[src/rtl/fetch_stage.sv]
// Instruction-fetch stage: assembles 32-bit instructions from two halfword reads into a one-entry IF/ID buffer.
// Optional instruction-load counter enabled by defining FETCH_PERF_EN.
module fetch_stage #(
  parameter int unsigned       ADDR_W   = 32,
  parameter logic [ADDR_W-1:0] RESET_PC = '0
) (
  input  logic              clk,
  input  logic              reset,
  output logic [ADDR_W-1:0] imem_addr,
  output logic              imem_rd,
  input  logic [15:0]       imem_data,
  input  logic              stall,
  input  logic              branch_taken,
  input  logic [ADDR_W-1:0] branch_target,
  output logic [31:0]       ifid_instr,
  output logic [ADDR_W-1:0] ifid_pc,
  output logic              ifid_valid
`ifdef FETCH_PERF_EN
  ,
  output logic [31:0]       instr_count
`endif
);

  typedef enum logic [2:0] {IDLE, HI, LO, CAP, FULL} fetchStateT;

  localparam logic [ADDR_W-1:0] ONE = ADDR_W'(1);
  localparam logic [ADDR_W-1:0] TWO = ADDR_W'(2);

  fetchStateT        state, nextState;
  logic [ADDR_W-1:0] fpc;
  logic [15:0]       hiQ, loQ;
  logic              bufFree, loadEn;

  assign bufFree = !ifid_valid || !stall;
  // A branch suppresses any load in the same edge, so old-path data never lands.
  assign loadEn  = !branch_taken &&
                   (((state == CAP) && bufFree) || ((state == FULL) && !stall));

  // NOTE: state registers use non-blocking assignments so every flop samples pre-edge values.
  always_ff @(posedge clk or negedge reset) begin
    if (!reset) state <= IDLE;
    else        state <= nextState;
  end

  // NOTE: default assignment first so no path through the case infers a latch.
  always_comb begin
    nextState = state;
    if (branch_taken) begin
      nextState = HI;
    end else begin
      unique case (state)
        IDLE:    nextState = HI;
        HI:      nextState = LO;
        LO:      nextState = CAP;
        CAP:     nextState = bufFree ? HI : FULL;
        FULL:    nextState = stall ? FULL : HI;
        default: nextState = IDLE;
      endcase
    end
  end

  always_comb begin
    imem_rd   = 1'b0;
    imem_addr = fpc;
    unique case (state)
      HI: imem_rd = 1'b1;
      LO: begin
        imem_rd   = 1'b1;
        imem_addr = fpc + ONE;
      end
      default: ;
    endcase
  end

  always_ff @(posedge clk or negedge reset) begin
    if (!reset) begin
      fpc        <= RESET_PC & ~ONE;
      hiQ        <= '0;
      loQ        <= '0;
      ifid_instr <= '0;
      ifid_pc    <= '0;
      ifid_valid <= 1'b0;
    end else if (branch_taken) begin
      fpc        <= branch_target & ~ONE;
      ifid_valid <= 1'b0;
    end else begin
      if (state == LO) hiQ <= imem_data;
      // Buffer occupied at capture time: park the low half until decode drains.
      if ((state == CAP) && !bufFree) loQ <= imem_data;
      if (loadEn) begin
        ifid_instr <= {hiQ, (state == CAP) ? imem_data : loQ};
        ifid_pc    <= fpc;
        ifid_valid <= 1'b1;
        fpc        <= fpc + TWO;
      end else if (ifid_valid && !stall) begin
        ifid_valid <= 1'b0;
      end
    end
  end

`ifdef FETCH_PERF_EN
  always_ff @(posedge clk or negedge reset) begin
    if (!reset)      instr_count <= '0;
    else if (loadEn) instr_count <= instr_count + 32'd1;
  end
`endif

endmodule

[config.mk]
export PLATFORM = sky130hd
export DESIGN_NAME = fetch_stage
export DESIGN_NICKNAME = d
export VERILOG_FILES = /design/src/rtl/fetch_stage.sv
export SDC_FILE = /design/constraint.sdc
export NUM_CORES = 1
export LEC_CHECK = 0
export CAP_MARGIN = 20
export CORE_MARGIN = 2
export CORE_UTILIZATION = 40
export CTS_BUF_LIST = sky130_fd_sc_hd__clkbuf_8
export DETAILED_ROUTE_END_ITERATION = 8
export PLACE_DENSITY = 0.76
export SETUP_SLACK_MARGIN = 0.02
export SLEW_MARGIN = 0
export SYNTH_ARGS = -nofsm -noshare
export SYNTH_HDL_FRONTEND = slang
export SYNTH_SLANG_ARGS = --single-unit
[constraint.sdc]
create_clock -name clk -period 6.4 [get_ports clk]
set_clock_uncertainty 0.05 [all_clocks]
set_input_delay 1.28 -clock clk [delete_from_list [all_inputs] [get_ports clk]]
set_output_delay 1.28 -clock clk [all_outputs]
set_load 0.01 [all_outputs]
* After elaboration in Yosys (flattened, before gate mapping)
Index checks and enable logic that the tools add are counted.
** Operators by class
- Bitwise logic cells :: 1
- Div/mod/pow operators :: 0
- Multiplexer cells :: 12
- Magnitude comparators :: 0
- Add/sub/neg operators :: 2
- Reductions and logical operators :: 18
- Eq/ne operators :: 4
- Shift-type cells :: 0
- Multiply operators :: 0
** Operators with widths (count)
- $mux W32 :: 3
- $add A32 B1 Y32 const B :: 1
- $add A32 B2 Y32 const B :: 1
- $mux W16 :: 1
- $pmux W3 S5 :: 1
- $mux W3 :: 3
- $eq A3 B2 Y1 const B :: 2
- $reduce_and A2 Y1 :: 3
- $logic_and A1 B1 Y1 :: 5
- $logic_not A1 Y1 :: 4
- $mux W1 :: 4
- $eq A3 B1 Y1 const B :: 1
- $eq A3 B3 Y1 const B :: 1
- $logic_not A3 Y1 :: 1
- $reduce_bool A3 Y1 :: 1
- $logic_or A1 B1 Y1 :: 2
- $reduce_bool A2 Y1 :: 1
- $reduce_or A2 Y1 :: 1
- $not A1 Y1 :: 1
** Storage, ports and cells
- Latch bits :: 0
- Memories :: 0
- RAM bits :: 0
- Input port bits :: 52
- Output and inout port bits :: 98
- Register bits :: 132
- Word-level logic and storage cells :: 44
- Bits in read-only memories :: 0

* Logic depth before layout (Yosys ltp)
Gate-level depths: netlist of run 1.
- Depth after elaboration :: 7
- Mapped depth :: 8
- Depth with buffers taken out :: 5

* Worst setup path after synthesis of run 1
Ideal clock, no wire load.
- Path kind :: input to register
- From :: input port stall
- To :: register fpc[27]
- Setup slack :: 3609 ps
- Arrival time :: 2616 ps
- Required time :: 6225 ps
- Path buffers :: 0
- Setup time :: 125 ps
- Stages :: 5
- Cells stage by stage :: nor4b_4 -> o31ai_1 -> or4b_1 -> xnor2_1 -> mux2_2
** Between the ends
- Cells in the longest elaborated chain, start to end :: 6
- Elaborated cells on any way between the ends :: 7
- Classes of those cells :: reduce/logical (7)
** Ends and longest elaborated chain
- start: declaration :: line 12 : input logic stall,
- $logic_not A1 Y1 (*) :: line 34, 37
- $logic_or A1 B1 Y1 :: line 34 : assign bufFree = !ifid_valid || !stall;
- $logic_and A1 B1 Y1 :: line 37 : (((state == CAP) && bufFree) || ((state == FULL) && !stall));
- $logic_or A1 B1 Y1 (*) :: line 37
- $logic_and A1 B1 Y1 (*) :: line 36 : assign loadEn = !branch_taken &&
- $reduce_bool A2 Y1 (no source line) (*)
- end signal: assignment :: line 77 : fpc <= RESET_PC & ~ONE;
- end signal: assignment :: line 84 : fpc <= branch_target & ~ONE;
- end signal: assignment :: line 94 : fpc <= fpc + TWO;
- end: declaration :: line 30 : logic [ADDR_W-1:0] fpc;
Every way passes the cells marked *; elsewhere a longest branch is shown, timed or not.
A chain may end at the register's enable or synchronous reset.

* Final worst setup path of run 1
- From :: input port stall
- To :: register ifid_instr[27]
** Between the ends
- Cells in the longest elaborated chain, start to end :: 6
- Elaborated cells on any way between the ends :: 7
- Classes of those cells :: reduce/logical (7)
** Ends and longest elaborated chain
- $logic_not A1 Y1 (*) :: line 34, 37
- $logic_or A1 B1 Y1 :: line 34
- $logic_and A1 B1 Y1 :: line 37
- $logic_or A1 B1 Y1 (*) :: line 37
- $logic_and A1 B1 Y1 (*) :: line 36
- $reduce_and A2 Y1 (no source line) (*)
- end signal: assignment :: line 91 : ifid_instr <= {hiQ, (state == CAP) ? imem_data : loQ};
- end: declaration :: line 15 : output logic [31:0] ifid_instr,
Marks and branches as above.

==> results of run 1 <==
where the power goes:
group	internal [mW]	leakage [nW]	switching [mW]	total [mW]
clock network	0.433	0.220	0.326	0.759
registers	1.13	1.59	0.190	1.32
logic	0.658	1.39	0.421	1.08
synth_stat cells (9+ instances only):
cell,n
xnor2_1,15
nand3_1,9
mux2_2,82
a31oi_1,18
clkbuf_1,37
nand2_1,65
xor2_1,13
nor2_1,23
and3_1,12
buf_2,17
o21ai_0,23
dfrtp_1,130
nand4_1,15
cell type report:
class                   instances  area (um^2)
flip-flops and latches        130         3250
well taps                     184          230
repair buffers                151         1520
clock buffers                  18          248
fillers                      1247         6650
inverters                       1         3.75
multi-input cells             318         2340
clock inverters                14          189
state kept, by name, indices dropped and copies added (netlist names):
| register | flops |
|---|---|
| ifid_instr | 32 |
| fpc | 31 |
| ifid_pc | 31 |
| hiQ | 16 |
| loQ | 16 |
| state | 3 |
| ifid_valid | 1 |
metal layers:
layer | share of wire, % | global-route usage [%] | vias to the layer above
met5 | 0 | 0 | -
met4 | 3.3 | 9.35 | 0
met1 | 42 | 22.8 | 2106
li1 | - | - | 1966
met2 | 48 | 29.5 | 140
met3 | 6.1 | 5.73 | 33
critical path, delay by kind of cell:
family | cells | cell delay, ps
multiplexers | 1 | 370
buffers and inverters | 2 | 840
AND/OR/NAND/NOR | 2 | 1210
AO/OA/AOI/OAI | 1 | 140
metrics by stage:
step           instance area (um^2)  worst slack (ps)  utilization (%)  power, mW  hold WS (ps)
2_1_floorplan                  5860              3610                -       1.82           410
3_3_place_gp                   7340              2430             50.9       2.37           421
3_5_place_dp                   7340              2340             50.9       2.43           435
4_1_cts                        7780              2810             53.9       3.20           454
5_1_grt                        7780              2620             53.9       3.34           470
6_report                       7780              2820             53.9       3.16           454
kinds of logic (layout without fill, tap and decap cells):
| kind of cell | Yosys count | count (layout) |
|---|---|---|
| and+or+nand+nor | 151 | 151 |
| DFF | 130 | 130 |
| muxes | 87 | 87 |
| buffers and inverters | 62 | 184 |
| AOI/OAI and AO/OA | 50 | 50 |
| xor gates and xnor gates | 28 | 28 |
| adders and majority gates | 1 | 1 |
| other | 1 | 1 |
worst max path at each step:
stage	cells past startpoint	end	slack, ps
floorplan	5	fpc[27]	3610
global placement	6	ifid_instr[20]	2430
detailed placement	6	ifid_instr[22]	2340
CTS	6	ifid_instr[27]	2810
global route	6	ifid_instr[27]	2620
finish	6	ifid_instr[27]	2820
==> metrics.yaml, run 1 <==
clkLatencyLatePin_ps: 440
cts_tree: "yes"
maxSlewViolCount: 0
drtIter0Drc: 194
cts.path.max_buffers: 2
gp_congestion: 0.784
worst-setup-path-type: "input port to register"
setup_viol: 0
htreeDepth: 4
drc: 0
routed_wl_um: 14100
hold_path_end: "hiQ[0]"
ys_ff_latch: 130
die_area_mm2: 0.0156
vias: 4245
avgSynthCellArea_um2: 11.5
r2r_cells: 5
grt_overflow: 0
hold_start: "hiQ[0]"
synth.top_cell.area_share_pct: 55.5
synth_fp_nets: 563
tightest_slew_ps: 1010
slowest_delay_ps: 830
p_leak_nw: 3.20
fp.dieW_um: 125
grt_pass1_wl_um: 23000
fin_crit_ps: 3580
synth_fa_ha_area_share_pct: 0.213
rsz0062_at_grt: "no"
arrival_ps: 3860
die_h_um: 125
synth_top_area_cell: "dfrtp_1"
reg2reg_slack_ps: 3130
port_buffers: 147
yosysWarnings: 0
synthXorXnorAreaFrac_pct: 4.18
p_per_area_mw_per_mm2: 406
row_count: 44
layout.nets: 672
clk_pin_slew_worst_paths_ps: 70
core-area_mm2: 0.0144
cts_hold_buf: 0
max_slew_margin_pct: 32.5
antenna_found_initial: 0
ant_nets: 0
layout_common_cells: "146 x clkdlybuf4s50_1, 130 x dfrtp_1, 82 x mux2_2, 65 x nand2_1, 23 x o21ai_0"
setup_tns_ps: 0
cts_sinks: 130
fmax_mhz: 279
startpoint_type: "input port"
diodes: 0
reg2reg_from: "state[0]"
dp_hpwl_um: 9950
path_cells: "clkdlybuf4s50_1 -> nor4b_4 -> a21oi_2 -> nor2_4 -> buf_12 -> mux2_2"
crit_path_top_delay_cell: "nor2_4"
area_growth_syn_to_layout_pct: 32.7
required_ps: 6670
cts_resized: 0
synthMuxAreaShare_pct: 16.7
synthArstFlopShare_pct: 100
path_max_fanout: 45
cts-root-buf: "clkbuf_8"
synth-simple-area-share_pct: 13.4
routedWlPerCell_um: 17.2
status: "complete, no violations"
syn_inst: 510
seq_area_frac_synth_pct: 55.5
vdd_ir_drop_max_mv: 0.182
grt_pass1_vias: 4489
io_pins: 150
grt_max_degree: 68
synth_compound_area_share_pct: 5.19
numCtsBuffers: 17
dp_cells: 784
drive_gt1_share_pct: 20.1
finalNonFillerCells: 816
synth_top_family_by_area: "multiplexers"
final_common_cell: "clkdlybuf4s50_1"
synth_edf_count: 0
firstDrtPassIters: 4
viasPerCell: 5.20
hp-class: "register to register"
drv_cap: 0
yosysUniqueCellTypes: 43
post_cts.repair.setup_buffers: 0
start_util_pct: 40.6
synthFlopType: "dfrtp_1"
syn-cell-area_mm2: 0.00586
cp-end-kind: "register"
min_period_over_period_pct: 56.0
hold-path-cell-count: 1
netlist_top_cells_area: "dfrtp_1 55%, mux2_2 16%, nand2_1 4.2%, clkbuf_1 2.4%, xnor2_1 2.2%"
hold_viol_final: 0
r2r_end: "ifid_instr[27]"
grt.total_usage_pct: 18.5
startpoint: "stall"
(Power assumes the default switching activity.)
==> run 2: changes to the inputs <==
==> constraint.sdc (replaced) <==
create_clock -name clk -period 3.4 [get_ports clk]
set_clock_uncertainty 0.05 [all_clocks]
set_input_delay 0.68 -clock clk [delete_from_list [all_inputs] [get_ports clk]]
set_output_delay 0.68 -clock clk [all_outputs]
set_load 0.01 [all_outputs]
==> run 2 against run 1 <==
Critical path depth shrank 3. Utilization increased by 0.18 points. Worst setup slack lost 2000 ps. Non-clock buffer count up 5. Worst hold slack worse by 280 ps. Clock-buffer cell count stayed put. Critical path type is now register to output pin. Largest cell class unchanged.
==> metrics.yaml, run 2 (same netlist as run 1, synthesis figures left out) <==
setup_tns_ps: 0
cts_hold_buf: 0
pwr-share-clk_pct: 22.9
core-area_mm2: 0.0144
status: "complete, no violations"
required_ps: 2670
grt_max_degree: 68
hold_ws_ps: 172
layout_common_cells: "146 x clkdlybuf4s50_1, 130 x dfrtp_1, 82 x mux2_2, 65 x nand2_1, 23 x o21ai_0"
firstDrtPassIters: 6
row_count: 44
sw_frac_of_total_pct: 29.9
reg2reg_slack_ps: 940
tightest_slew_ps: 805
post-route-util_pct: 54.1
gp_congestion: 0.807
grt_pass1_vias: 4374
rsz0062_at_grt: "no"
hp-class: "input port to async pin"
viasPerCell: 5.19
drtIter0Drc: 190
drive_gt1_share_pct: 20.7
largest_reg_flops: 32
ant_nets: 0
p_leak_nw: 3.21
path_max_fanout: 10
cts.path.max_buffers: 2
fp.dieW_um: 125
setup_ws_ps: 864
clk_pin_slew_worst_paths_ps: 80
htreeDepth: 4
numCtsBuffers: 17
fin_crit_ps: 2540
maxSlewViolCount: 0
antenna_found_initial: 0
layout.nets: 677
max_slew_margin_pct: 46.4
cts-root-buf: "clkbuf_8"
intPower_mw: 4.11
crit_buf_inv: 1
grt_overflow: 0
p_per_area_mw_per_mm2: 752
cp_top_family: "buffers and inverters"
path_cells: "nand2b_1 -> nor2_1 -> clkdlybuf4s50_1"
post-place-ws_ps: 526
start_util_pct: 40.6
slowest_delay_ps: 550
fmax_mhz: 394
grt_pass1_wl_um: 22400
worst-setup-path-type: "register to output pin"
grt.total_usage_pct: 17.9
cts_resized: 0
combPwrFrac_pct: 34.7
port_buffers: 147
vdd_ir_drop_max_mv: 0.479
dp_hpwl_um: 9990
post_cts.repair.setup_buffers: 0
r2r_cells: 4
final_common_cell: "clkdlybuf4s50_1"
cts_sinks: 130
routedWlPerCell_um: 16.8
io_pins: 150
drv_cap: 0
hold_viol_final: 0
r2r_end: "loQ[11]"
top_register: "ifid_instr"
p_sw_mw: 1.75
routed_wl_um: 13800
area_growth_syn_to_layout_pct: 33.1
min_period_over_period_pct: 74.6
arrival_ps: 1810
drc: 0
die_area_mm2: 0.0156
pwr-share-seq_pct: 42.4
die_h_um: 125
vias: 4258
clkLatencyLatePin_ps: 430
startpoint_type: "register"
crit_path_top_delay_cell: "clkdlybuf4s50_1"
top_regs: "ifid_instr x32, fpc x31, ifid_pc x31"
cp-end-kind: "output pin"
diodes: 0
cts_tree: "yes"
setup_viol: 0
reg2reg_from: "state[0]"
run 2: changes by cell type in the layout (fill, tap and decap cells not counted), sizes merged:
cell / previous run / this run
buf: 5 / 10
bufinv: 4 / 3
clkinv: 7 / 6
clkinvlp: 2 / 4
run 2: routing by layer:
metal  vias up  track usage (%)  routed length [um]
li1       1983                -                   -
met1      2142             22.7                5910
met2       113             29.6                6940
met3        20             4.49                 678
met4         0             6.73                 289
met5         -                0                   0
run 2: layout make-up:
class                   instances  area, um^2
clock inverters                14         165
inverters                       1        3.75
fillers                      1215        6620
multi-input cells             318        2340
clock buffers                  18         248
repair buffers                156        1570
flip-flops and latches        130        3250
well taps                     184         230
run 2: how the worst max path moves through the flow:
stage               startpoint           end  slack [ps]  cells after the start
global placement         stall       fpc[27]         580                      6
detailed placement       stall       fpc[27]         530                      6
floorplan                stall       fpc[27]        1210                      5
CTS                   state[2]  imem_addr[0]         830                      3
finish                state[2]  imem_addr[0]         860                      3
global route          state[0]       imem_rd         730                      3
run 2: stage by stage:
step | power, mW | area [um^2] | instances
after floorplan | 3.42 | 5860 | 510
after global placement | 4.48 | 7390 | 789
after detailed placement | 4.58 | 7390 | 789
after CTS | 5.94 | 7800 | 821
after global routing | 6.19 | 7800 | 821
final | 5.86 | 7800 | 821
run 2: power by group through the flow:
| stage | Combinational (mW) | Sequential, mW | Clock, mW |
|---|---|---|---|
| after floorplan | 0.816 | 2.61 | 0 |
| after global placement | 2.00 | 2.47 | 0 |
| after detailed placement | 2.06 | 2.52 | 0 |
| after CTS | 2.06 | 2.49 | 1.38 |
| after global routing | 2.18 | 2.57 | 1.44 |
| final | 2.03 | 2.49 | 1.35 |
==> run 3: changes to the inputs <==
==> constraint.sdc (replaced) <==
create_clock -name clk -period 2.4 [get_ports clk]
set_clock_uncertainty 0.05 [all_clocks]
set_input_delay 0.48 -clock clk [delete_from_list [all_inputs] [get_ports clk]]
set_output_delay 0.48 -clock clk [all_outputs]
set_load 0.01 [all_outputs]
==> run 3 against run 2 <==
Critical path depth stayed put. Global-route usage grew 0.95 points. Non-clock buffer count increased by 16. Routed wire length rose by 2.2%. Final cell count is 1.6% higher. Flip-flop and latch count did not move. Utilization increased by 0.57 points. First-iteration DRC count increased by 29%. Sequential power grew 41%. Sequential share of layout area down 0.39 points. Die area is the same. Largest cell class unchanged. Largest power group unchanged.
==> metrics.yaml, run 3 (same netlist as run 1, synthesis figures left out) <==
status: "complete, no violations"
cts_tree: "yes"
gp_congestion: 0.826
area_growth_syn_to_layout_pct: 34.5
fmax_mhz: 437
clkLatencyLatePin_ps: 450
startpoint_type: "register"
r2r_cells: 6
dp_hpwl_um: 10100
fin_area_mm2: 0.00789
tightest_slew_ps: 789
cp_top_family: "buffers and inverters"
routed_wl_um: 14100
hp-class: "register to register"
vdd_ir_drop_max_mv: 0.435
htreeDepth: 4
port_buffers: 147
fp.dieW_um: 125
min_period_over_period_pct: 95.4
numCtsBuffers: 17
layout.nets: 693
reg2reg_from: "state[1]"
grt_pass1_vias: 4387
drv_cap: 0
cts.path.max_buffers: 2
firstDrtPassIters: 4
top_regs: "ifid_instr x32, fpc x31, ifid_pc x31"
largest_reg_flops: 32
crit_end: "imem_rd"
crit_buf_inv: 1
die_h_um: 125
layout_common_cells: "145 x clkdlybuf4s50_1, 127 x dfrtp_1, 82 x mux2_2, 65 x nand2_1, 23 x o21ai_0"
diodes: 0
grt_pass1_wl_um: 23200
startpoint: "state[0]"
vias: 4322
core-area_mm2: 0.0144
cts-root-buf: "clkbuf_8"
grt_overflow: 0
maxSlewViolCount: 0
post-place-ws_ps: -156
routedWlPerCell_um: 16.9
crit_path_top_delay_cell: "clkdlybuf4s50_1"
final_common_cell: "clkdlybuf4s50_1"
cts_sinks: 130
cp-end-kind: "output pin"
io_pins: 150
start_util_pct: 40.6
path_max_fanout: 10
post_cts.repair.setup_buffers: 0
die_area_mm2: 0.0156
arrival_ps: 1760
drtIter0Drc: 246
reg2reg_slack_ps: 340
setup_ws_ps: 109
grt.total_usage_pct: 18.8
setup_tns_ps: 0
hold_viol_final: 0
setup_viol: 0
required_ps: 1870
p_leak_nw: 3.29
clk_pin_slew_worst_paths_ps: 70
p_per_area_mw_per_mm2: 1020
fin_crit_ps: 2290
grt_max_degree: 55
r2r_end: "ifid_pc[10]"
slowest_delay_ps: 560
rsz0062_at_grt: "no"
viasPerCell: 5.18
cp_num_cells: 3
path_cells: "xnor2_1 -> nor2_1 -> clkdlybuf4s50_1"
drive_gt1_share_pct: 22.5
nFillCells: 1220
max_slew_margin_pct: 47.2
top_register: "ifid_instr"
antenna_found_initial: 0
place_area_mm2: 0.00754
worst-setup-path-type: "register to output pin"
row_count: 44
ant_nets: 0
drc: 0
run 3: how the worst min path moves through the flow:
stage                        start        endpoint  slack [ps]  depth (start not counted)
global route                 reset          fpc[3]         470                          2
floorplan                    reset         fpc[10]         130                          0
CTS                          reset          fpc[3]         420                          2
detailed placement           reset     ifid_pc[12]         360                          1
global placement             reset     ifid_pc[12]         350                          1
finish              ifid_instr[23]  ifid_instr[23]         440                          1
run 3: cell type report:
cell class	instances	area [um^2]	share of cell area, %
well taps	184	230	2.92
multi-input cells	318	2340	29.7
repair buffers	172	1730	21.9
clock inverters	8	40.0	0.508
inverters	1	3.75	0.0476
clock buffers	21	289	3.66
flip-flops and latches	130	3260	41.3
run 3: stage by stage:
| stage | hold WS, ps | util [%] | power, mW | std cells |
|---|---|---|---|---|
| after floorplan | 134 | - | 4.85 | 510 |
| after global placement | 346 | 52.3 | 6.40 | 804 |
| after detailed placement | 357 | 52.3 | 6.54 | 804 |
| after CTS | 424 | 54.6 | 8.17 | 834 |
| after global routing | 465 | 54.7 | 8.55 | 834 |
| final | 437 | 54.7 | 8.06 | 834 |
run 3: where the power goes:
| group | total [mW] | switching [mW] | internal, mW |
|---|---|---|---|
| sequential | 3.52 | 0.498 | 3.02 |
| clock | 1.60 | 0.814 | 0.788 |
| combinational | 2.94 | 1.14 | 1.81 |
| total | 8.06 | 2.45 | 5.61 |
run 3: what timing repair did:
item,in CTS,in global routing
endpoints found under the setup margin,2,2
gates resized for setup,2,2
hold buffers,1,0
endpoints found under the hold margin,34,0
run 3: worst reg2reg max path, stage by stage, from the launching register on:
cell and delay [ps]:
dfrtp_2 480, nor4b_4 360, buf_4 180, a21oi_2 50
nor2_4 190, buf_4 270, mux2_2 360
run 3: routing by layer:
metal  up-vias  routed length [um]  track usage (%)
met1      2174                6140             24.4
li1       2005                   -                -
met2       122                6940             30.3
met4         0                 274             7.45
met5         -                   0                0
met3        21                 768             4.92
